File: src/rtl/conv3d_filter_sequencer_if.sv
// Bus between the filter sequencer and its kernel-side resources:
// the weight memory read port, the kernel weight-load port, the pixel
// memory read port with its valid strobe, and the kernel done pulse.
interface conv3d_filter_sequencer_if;
  logic        w_rd_en;
  logic [31:0] w_rd_addr;
  logic [31:0] w_rd_data;
  logic        w_load;
  logic [15:0] w_load_idx;
  logic [31:0] w_load_data;
  logic        px_rd_en;
  logic [31:0] px_rd_addr;
  logic        px_valid;
  logic        k_done;

  // Sequencer side
  modport master (
    output w_rd_en, w_rd_addr, w_load, w_load_idx, w_load_data,
    output px_rd_en, px_rd_addr, px_valid,
    input  w_rd_data, k_done
  );

  // Memories / kernel side
  modport slave (
    input  w_rd_en, w_rd_addr, w_load, w_load_idx, w_load_data,
    input  px_rd_en, px_rd_addr, px_valid,
    output w_rd_data, k_done
  );
endinterface

File: src/rtl/conv3d_filter_sequencer.sv
// Time-multiplexes one 3x3 convolution kernel over all filters of a layer:
// per filter it loads CHANNEL*9 weights plus bias, streams every pixel of
// the feature map, then waits for the kernel's done pulse (with watchdog).
module conv3d_filter_sequencer #(
  parameter int unsigned CHANNEL    = 3,
  parameter int unsigned N_FILTER   = 64,
  parameter int unsigned IMG_WIDTH  = 56,
  parameter int unsigned IMG_HEIGHT = 56,
  parameter int unsigned TIMEOUT    = 8192
) (
  input  logic        clk,
  input  logic        resetn,
  input  logic        start,
  input  logic        hold,
  output logic        busy,
  output logic        layer_done,
  output logic        error,
  output logic [15:0] filter_idx,
  conv3d_filter_sequencer_if.master bus
);

  // Weights per filter (incl. bias) and pixels per feature map
  localparam logic [31:0] WPF       = 32'(CHANNEL * 9 + 1);
  localparam logic [31:0] LAST_PIX  = 32'(IMG_WIDTH * IMG_HEIGHT - 1);
  localparam logic [15:0] LAST_K    = 16'(CHANNEL * 9);
  localparam logic [15:0] LAST_F    = 16'(N_FILTER - 1);
  localparam logic [31:0] LAST_WDOG = 32'(TIMEOUT - 1);

  typedef enum logic [2:0] {
    S_IDLE,
    S_LOAD_W,
    S_WAIT_W,
    S_STREAM,
    S_DRAIN,
    S_DONE
  } state_t;

  state_t      state_reg, state_next;
  logic [15:0] filter_idx_reg;
  logic [31:0] base_reg;        // filter_idx * WPF, built by accumulation
  logic [15:0] k_reg;           // weight index within current filter
  logic [31:0] p_reg;           // pixel index within current map
  logic [31:0] wdog_reg;        // cycles spent in DRAIN
  logic        error_reg;
  logic        w_load_reg;
  logic [15:0] w_load_idx_reg;
  logic        px_valid_reg;

  // State register
  always_ff @(posedge clk or negedge resetn) begin
    if (!resetn) state_reg <= S_IDLE;
    else         state_reg <= state_next;
  end

  // Next-state logic; k_done outside DRAIN and start outside IDLE are ignored
  always_comb begin
    state_next = state_reg;
    case (state_reg)
      S_IDLE:   if (start) state_next = S_LOAD_W;
      S_LOAD_W: if (k_reg == LAST_K) state_next = S_WAIT_W;
      S_WAIT_W: state_next = S_STREAM;
      S_STREAM: if (!hold && p_reg == LAST_PIX) state_next = S_DRAIN;
      S_DRAIN: begin
        if (bus.k_done)
          state_next = (filter_idx_reg == LAST_F) ? S_DONE : S_LOAD_W;
        else if (wdog_reg == LAST_WDOG)
          state_next = S_IDLE;
      end
      S_DONE:   state_next = S_IDLE;
      default:  state_next = S_IDLE;
    endcase
  end

  // State-decoded outputs; addresses are forced to 0 outside their phases
  always_comb begin
    busy           = (state_reg != S_IDLE);
    layer_done     = (state_reg == S_DONE);
    bus.w_rd_en    = 1'b0;
    bus.w_rd_addr  = 32'd0;
    bus.px_rd_en   = 1'b0;
    bus.px_rd_addr = 32'd0;
    case (state_reg)
      S_LOAD_W: begin
        bus.w_rd_en   = 1'b1;
        bus.w_rd_addr = base_reg + {16'd0, k_reg};
      end
      S_STREAM: begin
        bus.px_rd_en   = !hold;
        bus.px_rd_addr = p_reg;
      end
      default: ;
    endcase
  end

  // Counters, filter bookkeeping, watchdog and sticky error
  always_ff @(posedge clk or negedge resetn) begin
    if (!resetn) begin
      filter_idx_reg <= 16'd0;
      base_reg       <= 32'd0;
      k_reg          <= 16'd0;
      p_reg          <= 32'd0;
      wdog_reg       <= 32'd0;
      error_reg      <= 1'b0;
    end else begin
      case (state_reg)
        S_IDLE: begin
          wdog_reg <= 32'd0;
          if (start) begin
            filter_idx_reg <= 16'd0;
            base_reg       <= 32'd0;
            k_reg          <= 16'd0;
            p_reg          <= 32'd0;
            error_reg      <= 1'b0;
          end
        end
        S_LOAD_W: k_reg <= (k_reg == LAST_K) ? 16'd0 : k_reg + 16'd1;
        S_STREAM: if (!hold) p_reg <= (p_reg == LAST_PIX) ? 32'd0 : p_reg + 32'd1;
        S_DRAIN: begin
          if (bus.k_done) begin
            wdog_reg <= 32'd0;
            if (filter_idx_reg != LAST_F) begin
              filter_idx_reg <= filter_idx_reg + 16'd1;
              base_reg       <= base_reg + WPF;
            end
          end else if (wdog_reg == LAST_WDOG) begin
            wdog_reg  <= 32'd0;
            error_reg <= 1'b1;
          end else begin
            wdog_reg <= wdog_reg + 32'd1;
          end
        end
        default: wdog_reg <= 32'd0;
      endcase
    end
  end

  // One-cycle delay of read strobes to line up with memory read latency
  always_ff @(posedge clk or negedge resetn) begin
    if (!resetn) begin
      w_load_reg     <= 1'b0;
      w_load_idx_reg <= 16'd0;
      px_valid_reg   <= 1'b0;
    end else begin
      w_load_reg   <= bus.w_rd_en;
      px_valid_reg <= bus.px_rd_en;
      if (bus.w_rd_en) w_load_idx_reg <= k_reg;
    end
  end

  // The weight memory's output register supplies the data register for the
  // load strobe; gating keeps w_load_data at 0 whenever no load is pending.
  assign bus.w_load      = w_load_reg;
  assign bus.w_load_idx  = w_load_idx_reg;
  assign bus.w_load_data = w_load_reg ? bus.w_rd_data : 32'd0;
  assign bus.px_valid    = px_valid_reg;
  assign error           = error_reg;
  assign filter_idx      = filter_idx_reg;

endmodule
File: src/flat_wrapper.sv
// flat-port wrapper written by rule: the top's interface ports become plain ports
module conv3d_filter_sequencer_flat 
#(
  parameter int unsigned CHANNEL    = 3,
  parameter int unsigned N_FILTER   = 64,
  parameter int unsigned IMG_WIDTH  = 56,
  parameter int unsigned IMG_HEIGHT = 56,
  parameter int unsigned TIMEOUT    = 8192
)
  (clk, resetn, start, hold, busy, layer_done, error, filter_idx, bus_w_rd_en, bus_w_rd_addr, bus_w_load, bus_w_load_idx, bus_w_load_data, bus_px_rd_en, bus_px_rd_addr, bus_px_valid, bus_w_rd_data, bus_k_done);
  conv3d_filter_sequencer_if bus_i ();
  input  logic clk;
  input  logic resetn;
  input  logic start;
  input  logic hold;
  output logic busy;
  output logic layer_done;
  output logic error;
  output logic [15:0] filter_idx;
  output wire logic [$bits(bus_i.w_rd_en)-1:0] bus_w_rd_en;
  output wire logic [$bits(bus_i.w_rd_addr)-1:0] bus_w_rd_addr;
  output wire logic [$bits(bus_i.w_load)-1:0] bus_w_load;
  output wire logic [$bits(bus_i.w_load_idx)-1:0] bus_w_load_idx;
  output wire logic [$bits(bus_i.w_load_data)-1:0] bus_w_load_data;
  output wire logic [$bits(bus_i.px_rd_en)-1:0] bus_px_rd_en;
  output wire logic [$bits(bus_i.px_rd_addr)-1:0] bus_px_rd_addr;
  output wire logic [$bits(bus_i.px_valid)-1:0] bus_px_valid;
  input wire logic [$bits(bus_i.w_rd_data)-1:0] bus_w_rd_data;
  input wire logic [$bits(bus_i.k_done)-1:0] bus_k_done;
  assign bus_w_rd_en = bus_i.w_rd_en;
  assign bus_w_rd_addr = bus_i.w_rd_addr;
  assign bus_w_load = bus_i.w_load;
  assign bus_w_load_idx = bus_i.w_load_idx;
  assign bus_w_load_data = bus_i.w_load_data;
  assign bus_px_rd_en = bus_i.px_rd_en;
  assign bus_px_rd_addr = bus_i.px_rd_addr;
  assign bus_px_valid = bus_i.px_valid;
  assign bus_i.w_rd_data = bus_w_rd_data;
  assign bus_i.k_done = bus_k_done;
  conv3d_filter_sequencer #(.CHANNEL(CHANNEL), .N_FILTER(N_FILTER), .IMG_WIDTH(IMG_WIDTH), .IMG_HEIGHT(IMG_HEIGHT), .TIMEOUT(TIMEOUT)) u_core (.clk(clk), .resetn(resetn), .start(start), .hold(hold), .busy(busy), .layer_done(layer_done), .error(error), .filter_idx(filter_idx), .bus(bus_i));
endmodule
File: config.mk
export PLATFORM = sky130hd
export DESIGN_NAME = conv3d_filter_sequencer_flat
export DESIGN_NICKNAME = d
export VERILOG_FILES = /design/src/rtl/conv3d_filter_sequencer_if.sv /design/src/rtl/conv3d_filter_sequencer.sv /design/src/flat_wrapper.sv
export SDC_FILE = /design/constraint.sdc
export NUM_CORES = 1
export LEC_CHECK = 0
export BUFFER_PORTS_ARGS = -buffer_cell sky130_fd_sc_hd__buf_4
export CAP_MARGIN = 20
export CORE_MARGIN = 8
export CORE_UTILIZATION = 40
export CTS_BUF_LIST = sky130_fd_sc_hd__clkbuf_2 sky130_fd_sc_hd__clkbuf_4 sky130_fd_sc_hd__clkbuf_8
export DETAILED_ROUTE_END_ITERATION = 8
export GPL_ROUTABILITY_DRIVEN = 0
export PLACE_DENSITY = 0.6
export SLEW_MARGIN = 20
export SYNTH_ARGS = -nofsm -noshare
export SYNTH_HDL_FRONTEND = slang
export SYNTH_SLANG_ARGS = --single-unit
File: constraint.sdc
create_clock -name clk -period 2.9 [get_ports clk]
set_clock_uncertainty 0.15 [all_clocks]
set_input_delay 0.435 -clock clk [delete_from_list [all_inputs] [get_ports clk]]
set_output_delay 0.435 -clock clk [all_outputs]
set_load 0.02 [all_outputs]
**After elaboration in Yosys (flattened, before gate mapping)**

Index checks and enable logic that the tools add are counted.

- Register bits after elaboration: 150
- Input bits: 37
- Output and inout port bits: 135

- Reductions and logical operators: 13
- Equal/unequal tests: 19
- Add/subtract/negate cells: 6
- Multiplexer cells: 32

Operators by type and width:

| operator | count |
|---|---|
| $mux 32 | 10 |
| $pmux 32 s2 | 3 |
| $add 32x1->32 const B | 2 |
| $mux 16 | 4 |
| $pmux 16 s2 | 2 |
| $add 16x1->16 const B | 2 |
| $add 32x16->32 | 1 |
| $add 32x5->32 const B | 1 |
| $eq 32x12->1 const B | 1 |
| $eq 32x13->1 const B | 1 |
| $mux 3 | 6 |
| $eq 16x5->1 const B | 1 |
| $eq 16x6->1 const B | 1 |
| $ne 16x6->1 const B | 1 |
| $pmux 3 s5 | 1 |
| $reduce_and 4->1 | 3 |
| $ne 2x1->1 const B | 4 |
| $ne 2x2->1 const B | 4 |
| $eq 3x2->1 const B | 2 |
| $eq 3x3->1 const B | 2 |
| $reduce_bool 2->1 | 3 |
| $mux 1 | 5 |
| $eq 3x1->1 const B | 1 |
| $logic_not 3->1 | 1 |
| 8 further kinds | 8 |

**Depth between registers and ports, before layout**

Gate-level depths: netlist of run 1.

- Depth in word-level cells: 4
- Mapped depth: 9
- Depth with buffers taken out: 7

**Least setup slack after synthesis of run 1**

Ideal clock, no wire load.

- Path type: register to output
- Start point: register u_core.k_reg[3]
- End point: output port bus_w_rd_addr[19]
- Arrival time: 2548 ps
- Cell stages (with the launch flop): 10
- Setup slack: -233 ps
- Path buffers: 2
- Data required time: 2315 ps
- Cell sequence: dfrtp_1 > ha_1 > a21o_1 > a22o_1 > a41oi_1 > o21a_1 > buf_4 > buf_2 > o21ai_0 > a21oi_1

- Word-level cells in the longest chain between the ends: 2

RTL lines:

| element | line | RTL |
|---|---|---|
| start, declared | conv3d_filter_sequencer.sv:41 | `logic [15:0] k_reg;` |
| start signal, assigned | conv3d_filter_sequencer.sv:116 | `S_LOAD_W: k_reg <= (k_reg == LAST_K) ? 16'd0 : k_reg + 16'd1;` |
| $add 32x16->32 | conv3d_filter_sequencer.sv:85 | `bus.w_rd_addr = base_reg + {16'd0, k_reg};` |
| $mux 32 | conv3d_filter_sequencer.sv:82 | `case (state_reg)` |
| end, declared | flat_wrapper.sv:21 | `output wire logic [$bits(bus_i.w_rd_addr)-1:0] bus_w_rd_addr;` |

Every way passes these cells.

**Worst setup path in the final report of run 1**

- Start point: register u_core.base_reg[11]
- End point: output port bus_w_rd_addr[19]

- Word-level cells in the longest chain between the ends: 2

RTL lines:

| element | line | RTL |
|---|---|---|
| start, declared | conv3d_filter_sequencer.sv:40 | `logic [31:0] base_reg;` |
| start signal, assigned | conv3d_filter_sequencer.sv:123 | `base_reg <= base_reg + WPF;` |
| $add 32x16->32 | conv3d_filter_sequencer.sv:85 |  |
| $mux 32 | conv3d_filter_sequencer.sv:82 |  |

Every way passes these cells.

==> out/results.ini, run 1 <==
[die]
die_height_um=165
io_pins=172
fp-row-count=54
start_util_pct=40.6
core_sq_um=21800
fp.dieW_um=165
dieArea_sq_um=27100

[timing]
worst_pin_slew_ns=0.888
fin_tns_setup_ns=-6.35
finalSetupViolCount=26
final-hold-violation-count=0
fin_crit_sh_pct=112
finalWorstSetupSlack_ns=-0.335
holdWs_ns=0.0646
min_period_ns=3.24
drv_slew=0
rsz0062_at_grt=true
clock.fmax_mhz=309
slew_headroom_pct=40.6

[logic_synthesis]
synth_cells=1031
netlist_top_cells_area=dfrtp_1 42%, nor2_1 6.0%, nand2_1 4.9%
synth_common_cells=148 x dfrtp_1, 141 x nor2_1, 116 x nand2_1
synth_compound_area_share_pct=11.8
synthMuxAreaShare_pct=0.113
synth_cell_types=66
synth-adder-area-share_pct=2.69
yosys.area.top_type=dfrtp_1
synth-main-ff-cell=dfrtp_1
synth_top_family_by_area=simple AND/OR/NAND/NOR gates
yosys.area_share.simple_pct=31.0
ys_ff_latch=148
async_reset_ff_share_pct=100
avgSynthCellArea_sq_um=8.57
synth.yosys.seq_area_share_pct=41.9
synth_top_area_share_pct=41.9
syn-cell-area_sq_um=8840
synth_edf_count=0
synth_xor_xnor_area_share_pct=9.22
synth_most_common_cell=dfrtp_1
yosysWarnings=0
syn_nets=1087

[clocking]
clockBufferDepth=2
clk_latency_ns=0.46
cts_tree=built
cts_buffers=17
clkTransAtPathRegs_ns=0.08
cts-root-buf=clkbuf_8
clock_sinks=148
cts_htree_levels=4

[final_layout]
antenna_cells=0
nNetsFinal=1337
area_growth_syn_to_layout_pct=36.2
finish.utilization_pct=55.3
layout-drive-gt1-share_pct=30.4

[pwr]
leakagePower_nw=5.61
ir_drop_mv=0.342
power_density_nw_per_um2=344

[drt]
antenna_left=0
wl_um=26300
avgRoutedWirePerCell_um=16.7
vias=8402
drc=0
firstDrtPassIters=5
drt-initial-drc-count=603
viasPerCell=5.34

[grt]
antenna_found_initial=0
grt_pass1_wl_um=42700
grt_pass1_vias=8266
grt_max_degree=61
overflow=0
grt_use_total_pct=19.5

[worst_setup_path]
path_max_fanout=8
r2r_setup_slack_ns=0.30
critPathKind=reg2out
cp-start-kind=flop
cp.required_ns=2.32
crit_arrival_ns=2.65
worstSetupEndpointType=output port

[placement]
portBuffers=171
hpwl_um=19100
pre_cts_slack_ns=-0.160

[status]
run_status=finished, violations left
violations=setup timing

[hold_path]
hold_path_class=in2reg

[job]
drv_cap=0

==> worst max-delay path, stage by stage, from the launching register on <==
cell and delay [ns]:
dfrtp_1 0.41, ha_4 0.29, a21oi_1 0.06, o21a_1 0.21, o21a_2 0.27, o21a_4 0.18, buf_6 0.14, or3_4 0.37
a21oi_4 0.13, buf_6 0.13
==> metal layers <==
layer / up-vias / GRT usage, % / wire (um)
met5: - / 0 / 0
met4: 0 / 6.96 / 558
met3: 40 / 3.74 / 1410
met2: 191 / 33.2 / 12900
met1: 4050 / 24.4 / 11400
li1: 4121 / - / -
==> cell type report <==
class / instances / area, sq um
clock buffer: 21 / 289
tap: 280 / 350
multi-input combinational: 816 / 5290
timing repair buffer: 278 / 2180
clock inverter: 11 / 149
inverter: 20 / 78.8
fill: 2038 / 9710
sequential: 148 / 3710
==> where the power goes <==
part,switching (W),internal (W)
clock,0.000819,0.000945
combinational,0.000136,0.000111
sequential,0.0000409,0.00209
==> through the flow <==
stage / cells / total power [W] / area, sq um
detailed placement: 1522 / 0.00242 / 11000
floorplan: 1031 / 0.00226 / 8890
global route: 1574 / 0.00430 / 12000
finish: 1574 / 0.00414 / 12000
global placement: 1522 / 0.00242 / 11000
CTS: 1564 / 0.00419 / 11700
==> layout by cell type, fill, tap and decap left out, types with 5 or more instances in the layout <==
cell	count
buf_4	256
dfrtp_1	146
nor2_1	138
nand2_1	115
o21ai_0	54
and3_1	49
xor2_1	45
xnor2_1	42
and2_1	38
nand3_1	38
a21oi_1	32
nand4_1	31
clkbuf_8	21
buf_6	20
inv_1	18
or3_1	16
nor4_1	14
ha_1	14
nor3_1	13
or4_1	9
and4_1	9
o31ai_1	8
or4_4	8
nor2_2	8
a21oi_2	7
a21o_1	6
a31oi_1	6
nand3b_1	6
a21oi_4	5
o211ai_1	5
nor2b_1	5
ha_4	5
==> path summary, 6_finish.rpt <==
path | startpoint | to | cells after the start
max | u_core.base_reg[11]$_DFFE_PN0P_ | bus_w_rd_addr[19] | 9
min reg2reg | u_core.bus.w_load_idx[8]$_DFFE_PN0P_ | u_core.bus.w_load_idx[8]$_DFFE_PN0P_ | 2
max reg2reg | u_core.filter_idx[0]$_DFFE_PN0P_ | u_core.base_reg[24]$_DFFE_PN0P_ | 7
min | hold | u_core.bus.px_valid$_DFF_PN0_ | 2
max in group asynchronous | resetn | u_core.wdog_reg[24]$_DFFE_PN0N_ | 3
min in group asynchronous | resetn | u_core.k_reg[4]$_DFFE_PN0P_ | 2
==> cells by family after synthesis <==
logic type      count (synthesis)
simple gates                  532
flops                         148
mux                             1
xor+xnor                       93
compound gates                170
fa+ha+maj                      19
buf+inv                        68
==> what timing repair did <==
action,CTS,global route
endpoints found under the setup margin,28,27
hold endpoints to repair,57,0
pin swaps,31,19
gates cloned,1,0
hold buffers,1,0
resized for setup,43,45
setup buffers,9,10
Note: power is estimated with default switching activity, not from simulation.
==> run 2, diff against run 1 <==
--- a/config.mk
+++ b/config.mk
@@ -12,6 +12,7 @@
 export CTS_BUF_LIST = sky130_fd_sc_hd__clkbuf_2 sky130_fd_sc_hd__clkbuf_4 sky130_fd_sc_hd__clkbuf_8
 export DETAILED_ROUTE_END_ITERATION = 8
 export GPL_ROUTABILITY_DRIVEN = 0
+export HOLD_SLACK_MARGIN = 0.15
 export PLACE_DENSITY = 0.6
 export SLEW_MARGIN = 20
 export SYNTH_ARGS = -nofsm -noshare
==> constraint.sdc (replaced) <==
create_clock -name clk -period 2.96 [get_ports clk]
set_clock_uncertainty 0.15 [all_clocks]
set_input_delay 0.444 -clock clk [delete_from_list [all_inputs] [get_ports clk]]
set_output_delay 0.444 -clock clk [all_outputs]
set_load 0.02 [all_outputs]
==> out/results.ini, run 2 (synthesized netlist as in run 1, its figures left out) <==
[pwr]
p_int_w=0.00308
power.share.switching_pct=23.5
switchingPower_w=0.000945
pwr-share-clk_pct=42.2
power_frac_seq_pct=51.8
ir_drop_mv=0.269
leakagePower_nw=5.55
p_comb_share_pct=6.0
power_density_nw_per_um2=338

[placement]
place_area_sq_um=10900
portBuffers=171
placed_cells=1509
hpwl_um=18600

[clocking]
clkTransAtPathRegs_ns=0.08
cts_tree=built
clockBufferDepth=2
clk_latency_ns=0.45
cts_htree_levels=4
clock_sinks=148
cts_buffers=17
cts-root-buf=clkbuf_8

[die]
io_pins=172
core_sq_um=21800
fp.dieW_um=165
fp-row-count=54
die_height_um=165
dieArea_sq_um=27100
start_util_pct=40.6

[drt]
antenna_left=0
viasPerCell=5.33
drc=0
avgRoutedWirePerCell_um=16.6
vias=8335
firstDrtPassIters=5
wl_um=26000
drt-initial-drc-count=558

[hold_path]
hold_path_class=in2reg
hold_depth=4

[final_layout]
nFillCells=2007
multi_input_area_sq_um=5230
final_common_cell=buf_4
regArea_sq_um=3710
finalInstanceArea_sq_um=11900
area_growth_syn_to_layout_pct=34.7
nNetsFinal=1328
antenna_cells=0
stdcell_count=1564
layout-drive-gt1-share_pct=29.2
layout_common_cells=249 x buf_4, 146 x dfrtp_1, 139 x nor2_1

[timing]
clock.fmax_mhz=305
fin_crit_sh_pct=111
fin_tns_setup_ns=-6.64
final-hold-violation-count=0
rsz0062_at_grt=true
finalWorstSetupSlack_ns=-0.323
drv_slew=0
slew_headroom_pct=41.5
min_period_ns=3.28
finalSetupViolCount=26
holdWs_ns=0.230
worst_pin_slew_ns=0.875

[worst_setup_path]
crit_arrival_ns=2.69
critPathKind=reg2out
cp-start-kind=flop
cp.required_ns=2.37
path_max_fanout=8
reg2reg_depth=7
worstSetupEndpointType=output port

[status]
run_status=finished, violations left
violations=setup timing

[grt]
overflow=0
grt_pass1_vias=8152
antenna_found_initial=0
grt_pass1_wl_um=41800
grt_max_degree=61
grt_use_total_pct=18.9

[job]
drv_cap=0

-- run 2: cell types whose count changed in the layout (fill, tap and decap cells not counted), sizes merged --
cell         delta
buf            -10
clkbuf          +2
clkinv          -2
clkinvlp        -1
dlygate4sd3     +1
-- run 2: worst max-delay path, stage by stage (launching register included) --
cell and delay, ns:
dfrtp_1 0.43, ha_4 0.30, a21oi_1 0.06, o21a_2 0.28, o21a_4 0.24, o21a_4 0.16, buf_4 0.16, o41ai_2 0.33
a21oi_1 0.11, buf_4 0.17
-- run 2: final timing paths --
check	start	to	slack [ns]
max	u_core.base_reg[11]$_DFFE_PN0P_	bus_w_rd_addr[29]	-0.32
min	bus_k_done	u_core.error$_DFFE_PN0P_	0.23
max reg2reg	u_core.filter_idx[0]$_DFFE_PN0P_	u_core.base_reg[22]$_DFFE_PN0P_	0.36
min reg2reg	u_core.bus.w_load_idx[14]$_DFFE_PN0P_	u_core.bus.w_load_idx[14]$_DFFE_PN0P_	0.33
max in group asynchronous	resetn	u_core.wdog_reg[28]$_DFFE_PN0N_	1.52
min in group asynchronous	resetn	u_core.bus.w_load_idx[13]$_DFFE_PN0P_	0.39
-- run 2: per-layer routing --
metal	share of wire, %	global-route usage (%)	routed length (um)
met5	0	0	0
met4	1.4	5.24	365
met3	5.1	3.54	1310
met2	49	31.7	12700
met1	45	24.5	11600
-- run 2: cell type report --
class / instances / area share, %
clock buffer: 23 / 2.50
clock inverter: 8 / 1.04
inverter: 20 / 0.662
multi-input combinational: 816 / 43.9
sequential: 148 / 31.1
tap: 280 / 2.94
timing repair buffer: 269 / 17.8
-- run 2: power groups by stage --
| stage | Combinational, W | Sequential, W | Clock, W |
|---|---|---|---|
| 2_1_floorplan | 0.000102 | 0.00212 | 0 |
| 3_3_place_gp | 0.000242 | 0.00212 | 0 |
| 3_5_place_dp | 0.000244 | 0.00212 | 0 |
| 4_1_cts | 0.000247 | 0.00208 | 0.00175 |
| 5_1_grt | 0.000271 | 0.00209 | 0.00182 |
| 6_report | 0.000242 | 0.00208 | 0.00170 |
-- run 2: repair_timing --
item	in CTS	in global routing
gates resized for setup	38	35
pin swaps	40	29
setup buffers	11	11
endpoints found under the hold margin	58	0
setup endpoints to repair	25	27
hold buffers	2	0
cloned	1	0
-- run 2: per-stage QoR --
stage          setup WS [ns]  power (W)  utilization [%]
2_1_floorplan        0.00683    0.00222                -
3_3_place_gp         -0.0510    0.00237             50.2
3_5_place_dp         -0.0862    0.00237             50.2
4_1_cts               -0.398    0.00408             53.4
5_1_grt               -0.448    0.00418             54.7
6_report              -0.323    0.00403             54.7
==> run 3, diff against run 2 <==
--- a/config.mk
+++ b/config.mk
@@ -8,12 +8,12 @@
 export BUFFER_PORTS_ARGS = -buffer_cell sky130_fd_sc_hd__buf_4
 export CAP_MARGIN = 20
 export CORE_MARGIN = 8
-export CORE_UTILIZATION = 40
+export CORE_UTILIZATION = 39
 export CTS_BUF_LIST = sky130_fd_sc_hd__clkbuf_2 sky130_fd_sc_hd__clkbuf_4 sky130_fd_sc_hd__clkbuf_8
 export DETAILED_ROUTE_END_ITERATION = 8
 export GPL_ROUTABILITY_DRIVEN = 0
 export HOLD_SLACK_MARGIN = 0.15
-export PLACE_DENSITY = 0.6
+export PLACE_DENSITY = 0.59
 export SLEW_MARGIN = 20
 export SYNTH_ARGS = -nofsm -noshare
 export SYNTH_HDL_FRONTEND = slang
==> out/results.ini, run 3 (synthesized netlist as in run 1, its figures left out) <==
[timing]
clock.fmax_mhz=300
finalWorstSetupSlack_ns=-0.374
rsz0062_at_grt=true
drv_slew=0
slew_headroom_pct=44.6
min_period_ns=3.33
finalSetupViolCount=26
fin_crit_sh_pct=113
final-hold-violation-count=0
worst_pin_slew_ns=0.810

[worst_setup_path]
r2r_setup_slack_ns=0.32
worstSetupEndpointType=output port
path_max_fanout=5
cp_slowest_cell=dfrtp_1
max_stage_delay_ns=0.42
cp-start-kind=flop
crit_chain=ha_4, and3_4, a22o_4, a41oi_4, o21a_4, buf_12, buf_8, or3_4, a21oi_2, buf_6
crit_arrival_ns=2.74
reg2reg_depth=7
crit_family=compound AO/OA/AOI/OAI gates
r2r-start=u_core.filter_idx[0]$_DFFE_PN0P_
r2r_end=u_core.base_reg[30]$_DFFE_PN0P_
critPathKind=reg2out
cp.required_ns=2.37
critPathBufInv=3

[die]
die_height_um=167
io_pins=172
dieArea_sq_um=27700
fp.dieW_um=167
fp-row-count=55
core_sq_um=22400
start_util_pct=39.4

[grt]
grt_max_degree=68
overflow=0
grt_pass1_vias=8092
antenna_found_initial=0
grt_pass1_wl_um=42400
grt_use_total_pct=18.4

[drt]
drc=0
drt-initial-drc-count=506
antenna_left=0
wl_um=25900
viasPerCell=5.33
firstDrtPassIters=5
avgRoutedWirePerCell_um=16.6
vias=8309

[pwr]
power_density_nw_per_um2=356
switchingPower_w=0.000976
power.share.switching_pct=23.1
power_frac_seq_pct=49.4
p_comb_share_pct=5.7
pwr-share-clk_pct=44.9
ir_drop_mv=0.346
p_int_w=0.00325
finalPower_w=0.00423
leakagePower_nw=5.54

[final_layout]
nNetsFinal=1318
stdcell_count=1560
layout-drive-gt1-share_pct=28.5
layout_common_cells=240 x buf_4, 145 x dfrtp_1, 140 x nor2_1
antenna_cells=0
multi_input_area_sq_um=5170
final_common_cell=buf_4
finish.utilization_pct=52.9
area_growth_syn_to_layout_pct=34.3
regArea_sq_um=3710
nFillCells=2160

[clocking]
clk_latency_ns=0.45
cts_buffers=17
cts_tree=built
cts_htree_levels=4
cts-root-buf=clkbuf_8
clock_sinks=148
clockBufferDepth=2
clkTransAtPathRegs_ns=0.09

[job]
drv_cap=0

[status]
violations=setup timing
run_status=finished, violations left

[placement]
placed_cells=1515
portBuffers=171
hpwl_um=18600

[hold_path]
hold_end=u_core.error$_DFFE_PN0P_
hp-start=bus_k_done
hold_depth=4
hold_path_class=in2reg

==> run 3: through the flow <==
step / hold WS, ns / cell area (sq um) / setup WS (ns) / setup TNS, ns
after detailed placement: 0.313 / 10900 / -0.00627 / -0.00627
after global routing: 0.255 / 11900 / -0.478 / -9.85
final: 0.214 / 11900 / -0.374 / -6.87
after CTS: 0.187 / 11700 / -0.483 / -7.85
after global placement: 0.309 / 10900 / 0.0130 / 0
after floorplan: -0.00159 / 8880 / 0.00683 / 0
==> run 3: worst reg2reg max path, stage by stage, from the launching register on <==
cell and delay [ns]:
dfrtp_1 0.45, ha_1 0.24, and3_1 0.21, nand3_1 0.17, o31a_1 0.42, o2111ai_2 0.36
or3_1 0.42, a21oi_1 0.16
==> run 3: metal layers <==
layer	track usage, %	vias up	share of wire (%)
li1	-	4101	-
met1	23.4	3984	45
met2	31.0	194	48
met3	3.78	30	4.6
met4	6.07	0	1.5
met5	0	-	0
==> run 3: final cells by class <==
class	instances	share of cell area (%)
Sequential cell	148	31.2
Clock buffer	18	2.03
Timing Repair Buffer	260	17.5
Clock inverter	14	1.96
Multi-Input combinational cell	815	43.6
Inverter	20	0.664
Tap cell	285	3.00
==> run 3: power groups by stage <==
stage | clock network (W) | registers (W) | logic (W)
2_1_floorplan | 0 | 0.00212 | 0.000102
3_3_place_gp | 0 | 0.00213 | 0.000241
3_5_place_dp | 0 | 0.00213 | 0.000243
4_1_cts | 0.00195 | 0.00209 | 0.000246
5_1_grt | 0.00203 | 0.00210 | 0.000270
6_report | 0.00190 | 0.00209 | 0.000241
==> run 3: timing repair <==
item	4_1_cts	5_1_grt
buffers inserted	5	6
setup endpoints to repair	28	26
resized for setup	42	28
hold endpoints to repair	65	0
pin swaps	28	18
gates cloned	2	0
hold buffers	2	0
==> run 3: worst max-delay path by stage <==
stage / cells past startpoint / to / slack (ns) / start
floorplan: 8 / bus_w_rd_addr[30] / 0.007 / u_core.k_reg[3]$_DFFE_PN0P_
global placement: 10 / bus_w_rd_addr[24] / 0.01 / u_core.k_reg[5]$_DFFE_PN0P_
detailed placement: 10 / bus_w_rd_addr[24] / -0.006 / u_core.k_reg[5]$_DFFE_PN0P_
CTS: 9 / bus_w_rd_addr[20] / -0.48 / u_core.base_reg[5]$_DFFE_PN0P_
global route: 10 / bus_w_rd_addr[19] / -0.48 / u_core.k_reg[13]$_DFFE_PN0P_
finish: 10 / bus_w_rd_addr[19] / -0.37 / u_core.base_reg[6]$_DFFE_PN0P_
